`config.mk`:
```
export PLATFORM = sky130hd
export DESIGN_NAME = multichannel_serializer
export DESIGN_NICKNAME = d
export VERILOG_FILES = /design/src/rtl/ser_pkg.sv /design/src/rtl/sample_fifo.sv /design/src/rtl/multichannel_serializer.sv
export SDC_FILE = /design/constraint.sdc
export NUM_CORES = 1
export LEC_CHECK = 0
export CORE_MARGIN = 2
export CORE_UTILIZATION = 45
export DETAILED_ROUTE_END_ITERATION = 16
export GPL_TIMING_DRIVEN = 0
export PLACE_DENSITY_LB_ADDON = 0.12
export SETUP_SLACK_MARGIN = 0.5
export SLEW_MARGIN = 10
export SYNTH_ARGS = -nofsm -noshare
export SYNTH_HDL_FRONTEND = slang
export SYNTH_SLANG_ARGS = --single-unit
```
`constraint.sdc`:
```
create_clock -name clk -period 3.8 [get_ports clk]
set_input_delay 0.57 -clock clk [delete_from_list [all_inputs] [get_ports clk]]
set_output_delay 0.57 -clock clk [all_outputs]
set_load 0.02 [all_outputs]
```
`src/rtl/ser_pkg.sv`:
```
// rtl/ser_pkg.sv - shared types and default constants for the multichannel serializer
// Contents: CHAN_W (channel index width), state_e (ST_IDLE/ST_SHIFT), DEF_* parameter defaults.
package ser_pkg;

    localparam int CHAN_W = 3;

    localparam int DEF_NUM_CHANNELS = 7;
    localparam int DEF_SAMPLE_BITS  = 8;
    localparam int DEF_FIFO_DEPTH   = 4;
    localparam int DEF_CLKS_PER_BIT = 4;

    typedef enum logic {
        ST_IDLE  = 1'b0,
        ST_SHIFT = 1'b1
    } state_e;

endpackage

```
`src/rtl/sample_fifo.sv`:
```
// rtl/sample_fifo.sv - synchronous per-channel sample FIFO with combinational head
// Ports: clk, reset (sync, active-high), push/din (write), pop (advance head),
//        dout (current head word), empty, full.
module sample_fifo #(
    parameter int WIDTH = 8,
    parameter int DEPTH = 4
) (
    input  logic             clk,
    input  logic             reset,
    input  logic             push,
    input  logic             pop,
    input  logic [WIDTH-1:0] din,
    output logic [WIDTH-1:0] dout,
    output logic             empty,
    output logic             full
);

    localparam int AW = $clog2(DEPTH);

    logic [WIDTH-1:0] mem_q [DEPTH];
    // Pointers carry one extra wrap bit so full and empty are distinguishable.
    logic [AW:0]      wr_q;
    logic [AW:0]      rd_q;

    assign empty = (wr_q == rd_q);
    assign full  = (wr_q[AW] != rd_q[AW]) && (wr_q[AW-1:0] == rd_q[AW-1:0]);
    assign dout  = mem_q[rd_q[AW-1:0]];

    // Full/empty are pre-edge values: a full FIFO refuses a push even when it
    // pops on the same edge, and an empty FIFO never pops the word being pushed.
    always_ff @(posedge clk) begin
        if (reset) begin
            wr_q <= '0;
            rd_q <= '0;
        end else begin
            if (push && !full) begin
                wr_q <= wr_q + 1'b1;
            end
            if (pop && !empty) begin
                rd_q <= rd_q + 1'b1;
            end
        end
    end

    always_ff @(posedge clk) begin
        if (push && !full) begin
            mem_q[wr_q[AW-1:0]] <= din;
        end
    end

endmodule

```
`src/rtl/multichannel_serializer.sv`:
```
// rtl/multichannel_serializer.sv - per-channel FIFOs shifted out in lockstep, MSB first
// Ports: clk, reset (sync, active-high); in_valid/in_ready/in_channel/in_data sample input;
//        underrun_clr pulse; ser_out (one line per channel), frame_sync, busy, underrun flags.
module multichannel_serializer
    import ser_pkg::*;
#(
    parameter int NUM_CHANNELS = DEF_NUM_CHANNELS,
    parameter int SAMPLE_BITS  = DEF_SAMPLE_BITS,
    parameter int FIFO_DEPTH   = DEF_FIFO_DEPTH,
    parameter int CLKS_PER_BIT = DEF_CLKS_PER_BIT
) (
    input  logic                    clk,
    input  logic                    reset,
    input  logic                    in_valid,
    output logic                    in_ready,
    input  logic [CHAN_W-1:0]       in_channel,
    input  logic [SAMPLE_BITS-1:0]  in_data,
    input  logic                    underrun_clr,
    output logic [NUM_CHANNELS-1:0] ser_out,
    output logic                    frame_sync,
    output logic                    busy,
    output logic [NUM_CHANNELS-1:0] underrun
);

    localparam int DIV_W = $clog2(CLKS_PER_BIT);
    localparam int BIT_W = $clog2(SAMPLE_BITS);
    localparam logic [DIV_W-1:0] DIV_LAST = DIV_W'(CLKS_PER_BIT - 1);
    localparam logic [BIT_W-1:0] BIT_LAST = BIT_W'(SAMPLE_BITS - 1);

    state_e                  state_q;
    logic [DIV_W-1:0]        div_cnt_q;
    logic [BIT_W-1:0]        bit_cnt_q;
    logic [SAMPLE_BITS-1:0]  shift_q [NUM_CHANNELS];
    logic                    frame_sync_q;
    logic                    busy_q;
    logic [NUM_CHANNELS-1:0] underrun_q;
    logic [NUM_CHANNELS-1:0] underrun_d;

    logic [NUM_CHANNELS-1:0] fifo_push;
    logic [NUM_CHANNELS-1:0] fifo_pop;
    logic [NUM_CHANNELS-1:0] fifo_empty;
    logic [NUM_CHANNELS-1:0] fifo_full;
    logic [SAMPLE_BITS-1:0]  fifo_dout [NUM_CHANNELS];

    logic any_data;
    logic div_last;
    logic bit_last;
    logic load;

    // Out-of-range channels are always ready so the word is simply dropped.
    always_comb begin
        in_ready = 1'b1;
        for (int i = 0; i < NUM_CHANNELS; i++) begin
            if (in_channel == CHAN_W'(i)) begin
                in_ready = ~fifo_full[i];
            end
        end
    end

    always_comb begin
        fifo_push = '0;
        for (int i = 0; i < NUM_CHANNELS; i++) begin
            fifo_push[i] = in_valid && in_ready && (in_channel == CHAN_W'(i));
        end
    end

    assign any_data = |(~fifo_empty);
    assign div_last = (div_cnt_q == DIV_LAST);
    assign bit_last = (bit_cnt_q == BIT_LAST);
    assign load     = any_data &&
                      ((state_q == ST_IDLE) || (div_last && bit_last));
    assign fifo_pop = {NUM_CHANNELS{load}} & ~fifo_empty;

    // A LOAD that marks a channel empty wins over a coincident clear.
    assign underrun_d = (underrun_q & ~{NUM_CHANNELS{underrun_clr}}) |
                        ({NUM_CHANNELS{load}} & fifo_empty);

    for (genvar g = 0; g < NUM_CHANNELS; g++) begin : g_fifo
        sample_fifo #(
            .WIDTH (SAMPLE_BITS),
            .DEPTH (FIFO_DEPTH)
        ) u_fifo (
            .clk   (clk),
            .reset (reset),
            .push  (fifo_push[g]),
            .pop   (fifo_pop[g]),
            .din   (in_data),
            .dout  (fifo_dout[g]),
            .empty (fifo_empty[g]),
            .full  (fifo_full[g])
        );
    end

    always_ff @(posedge clk) begin
        if (reset) begin
            state_q      <= ST_IDLE;
            div_cnt_q    <= '0;
            bit_cnt_q    <= '0;
            frame_sync_q <= 1'b0;
            busy_q       <= 1'b0;
            underrun_q   <= '0;
            for (int i = 0; i < NUM_CHANNELS; i++) begin
                shift_q[i] <= '0;
            end
        end else begin
            underrun_q <= underrun_d;
            if (load) begin
                state_q      <= ST_SHIFT;
                div_cnt_q    <= '0;
                bit_cnt_q    <= '0;
                frame_sync_q <= 1'b1;
                busy_q       <= 1'b1;
                for (int i = 0; i < NUM_CHANNELS; i++) begin
                    shift_q[i] <= fifo_empty[i] ? '0 : fifo_dout[i];
                end
            end else if (state_q == ST_SHIFT) begin
                if (!div_last) begin
                    div_cnt_q <= div_cnt_q + DIV_W'(1);
                end else if (!bit_last) begin
                    div_cnt_q    <= '0;
                    bit_cnt_q    <= bit_cnt_q + BIT_W'(1);
                    frame_sync_q <= 1'b0;
                    for (int i = 0; i < NUM_CHANNELS; i++) begin
                        shift_q[i] <= {shift_q[i][SAMPLE_BITS-2:0], 1'b0};
                    end
                end else begin
                    // Frame end with nothing queued: clear lines so IDLE drives zeros.
                    state_q      <= ST_IDLE;
                    div_cnt_q    <= '0;
                    bit_cnt_q    <= '0;
                    frame_sync_q <= 1'b0;
                    busy_q       <= 1'b0;
                    for (int i = 0; i < NUM_CHANNELS; i++) begin
                        shift_q[i] <= '0;
                    end
                end
            end
        end
    end

    always_comb begin
        ser_out = '0;
        for (int i = 0; i < NUM_CHANNELS; i++) begin
            ser_out[i] = shift_q[i][SAMPLE_BITS-1];
        end
    end

    assign frame_sync = frame_sync_q;
    assign busy       = busy_q;
    assign underrun   = underrun_q;

endmodule

```
==> results.sh <==
export IMPL_status="completed"
export IMPL_cts_root_buf="clkbuf_16"
export IMPL_tritoncts="built"
export IMPL_grt_total_usage=0.195
export IMPL_utilization=0.518
export IMPL_worstHoldStart="underrun[3]"
export IMPL_dpl_cell_area_um2=15000
export IMPL_final_nets=1066
export IMPL_place_port_buffers=29
export IMPL_powerDensity_nw_per_um2=621
export IMPL_path_clk_slew_ps=60
export IMPL_period_minus_slack_ps=3200
export IMPL_reg2reg_depth=7
export IMPL_max_slew_margin=0.342
export IMPL_worst_slew_pin_slew_ps=980
export IMPL_grt_max_degree=29
export IMPL_hold_ws_ps=452
export IMPL_ys_types=59
export IMPL_yosys_warnings=0
export IMPL_max_vdd_ir_drop_uv=480
export IMPL_via_per_inst=5.50
export IMPL_syn_instance_count=944
export IMPL_synth_top_cell_area_share=0.503
export IMPL_clk_latency_ps=520
export IMPL_die_h_um=182
export IMPL_cpPeakStageDelay_ps=630
export IMPL_drcViolationCount=0
export IMPL_synth_top_area_cell="edfxtp_1"
export IMPL_ys_seq_area_frac=0.662
export IMPL_async_reset_ff_frac=0
export IMPL_clkSinkCount=351
export IMPL_setup_ws_ps=602
export IMPL_maxClockFrequency_mhz=313
export IMPL_grt_overflow_total=0
export IMPL_via_count=7944
export IMPL_hpwl_um=20400
export IMPL_final_antenna_net_count=0
export IMPL_core_area_um2=31300
export IMPL_grt_pass1_vias=8022
export IMPL_end_kind="output pin"
export IMPL_synthTopCellsByArea="edfxtp_1 (50%), dfxtp_1 (16%), mux4_2 (8.9%)"
export IMPL_slew_viol_final=0
export IMPL_setup_viol=0
export IMPL_post_cts_buffers=0
export IMPL_place_gp_congestion=0.819
export IMPL_netlist_area_um2=14200
export IMPL_ios=32
export IMPL_critPathSlowestCell="clkdlybuf4s50_1"
export IMPL_syn_num_nets=997
export IMPL_row_count=65
export IMPL_finalWirelength_um=31500
export IMPL_drive_above_1_share=0.139
export IMPL_synth_seq_cells=351
export IMPL_wl_per_cell_um=21.8
export IMPL_finalHoldViolCount=0
export IMPL_die_x_um=182
export IMPL_hold_path_end="underrun[3]"
export IMPL_r2r_slack_ps=810
export IMPL_cp_data_required_time_ps=3230
export IMPL_area_delta_synth_final_pct=14.2
export IMPL_synth_edf_count=238
export IMPL_dpl_worst_slack_ps=-408
export IMPL_fin_area_um2=16200
export IMPL_cp_start_kind="input port"
export IMPL_power_leakage_nw=5.52
export IMPL_die_area_um2=33000
export IMPL_yosys_most_used_dff="edfxtp_1"
export IMPL_r2r_start="g_fifo[4].u_fifo.wr_q[1]"
export IMPL_numCtsBuffers=38
export IMPL_start_util=0.454
export IMPL_num_fill_cells=2600
export IMPL_cap_viol_max_count=0
export IMPL_antenna_found_initial=2
export IMPL_crit_arrival_ps=2630
export IMPL_syn_area_per_cell_um2=15.1
export IMPL_period_share=0.842
export IMPL_cts_max_level=2
export IMPL_initialDrtViolationCount=557
export IMPL_multi_input_area_um2=4480
export IMPL_cts_buffer_depth=3
export IMPL_seqCellArea_um2=9410
export IMPL_cp_max_fo=8
export IMPL_diodes=0
export IMPL_drtPass1Iterations=5
export IMPL_holdPathStages=2
export IMPL_crit_type="in2out"
export IMPL_finalClockSkew_ps=12.5
export IMPL_reg2reg_to="shift_q[6][7]"
export IMPL_finalPower_mw=10.1
export IMPL_grt_setup_unrepaired="no"
export IMPL_critical_path_cell_chain="clkdlybuf4s50_1 -> inv_1 -> nor4_1 -> o21a_1 -> a211oi_1 -> dlygate4sd2_1"
export IMPL_grt_pass1_wl_um=48300
export IMPL_hold_class="reg2reg"
==> per-layer routing <==
metal,GRT usage,share of wire
met5,0,0.00044
met4,0.0472,0.015
met3,0.0299,0.045
met2,0.324,0.48
met1,0.272,0.46
==> cells by family (layout without fill, tap and decap cells) <==
family | Yosys count | count (layout) | share of synthesized area
AO/OA/AOI/OAI | 123 | 123 | 0.0681
XOR/XNOR | 55 | 55 | 0.0344
adder cells (fa/ha/maj) | 38 | 38 | 0.0335
buffers and inverters | 80 | 178 | 0.0240
flip-flops | 351 | 351 | 0.662
multiplexers | 67 | 67 | 0.0965
AND/OR/NAND/NOR | 230 | 230 | 0.0813
==> worst max-delay path by stage <==
stage                  startpoint                            to  cells after the start
floorplan           in_channel[2]  g_fifo[3].u_fifo.mem_q[3][0]                      5
CTS                 in_channel[2]  g_fifo[4].u_fifo.mem_q[3][3]                      6
global placement    in_channel[2]  g_fifo[3].u_fifo.mem_q[3][3]                      6
global route        in_channel[2]  g_fifo[4].u_fifo.mem_q[3][3]                      6
detailed placement  in_channel[2]  g_fifo[4].u_fifo.mem_q[3][7]                      6
finish              in_channel[0]                      in_ready                      6
==> per-stage QoR <==
stage,TNS (ps),std cells
after CTS,0,1444
after floorplan,0,944
after global routing,0,1444
after detailed placement,-6340,1375
after global placement,-5720,1375
final,0,1444
==> state kept, by name, summed over array words and instances (netlist names), named ones only <==
register	flops
g_fifo.u_fifo.mem_q	224
shift_q	56
g_fifo.u_fifo.rd_q	21
g_fifo.u_fifo.wr_q	21
underrun	7
bit_cnt_q	3
div_cnt_q	2
busy	1
frame_sync	1
state_q	1
==> worst max-delay path: cells and delay by family <==
kind / cells / cell delay (ps)
AO/OA/AOI/OAI: 2 / 320
buffers and inverters: 3 / 1210
AND/OR/NAND/NOR: 1 / 520
==> cell type report <==
class	count	area share
Timing Repair Buffer	29	0.0154
Clock buffer	46	0.0630
Clock inverter	23	0.0133
Multi-Input combinational cell	513	0.276
Buffer	56	0.0155
Sequential cell	351	0.580
Tap cell	402	0.0310
Inverter	24	0.00555
==> cell usage in the layout, fill, tap and decap left out, drive strengths merged, types with 4 or more instances in the layout <==
| master | instances |
|---|---|
| a211oi | 5 |
| a21oi | 19 |
| a221o | 25 |
| a22oi | 7 |
| a311oi | 5 |
| a31o | 4 |
| a31oi | 8 |
| a32o | 9 |
| and2 | 31 |
| and3 | 23 |
| buf | 29 |
| bufinv | 4 |
| clkbuf | 81 |
| clkdlybuf4s50 | 20 |
| clkinv | 15 |
| dfxtp | 113 |
| edfxtp | 238 |
| ha | 38 |
| inv | 26 |
| mux2i | 11 |
| mux4 | 56 |
| nand2 | 33 |
| nand2b | 4 |
| nand3 | 20 |
| nand3b | 5 |
| nor2 | 79 |
| nor3 | 15 |
| o21a | 5 |
| o21ai | 7 |
| o31ai | 7 |
| xnor2 | 37 |
| xor2 | 18 |
==> where the power goes <==
part           internal [mW]  leakage, nW  switching [mW]
sequential              4.35         3.09           0.141
clock                   2.19        0.604            1.47
combinational          0.736         1.82            1.18
==> repair_timing <==
item | in CTS | in global routing
gates resized for setup | 4 | 1
endpoints found under the setup margin | 17 | 16
hold buffers | 0 | 0
==> Yosys cell counts (15+ instances only) <==
cell type,count
and3_1,23
xor2_1,18
nand3_1,20
xnor2_1,36
a221o_1,25
ha_1,38
nor2_1,79
mux4_2,56
edfxtp_1,238
and2_1,31
nor3_1,15
nand2_1,33
dfxtp_1,113
a21oi_1,19
inv_1,23
clkbuf_1,33
Note: power is estimated with default switching activity, not from simulation.
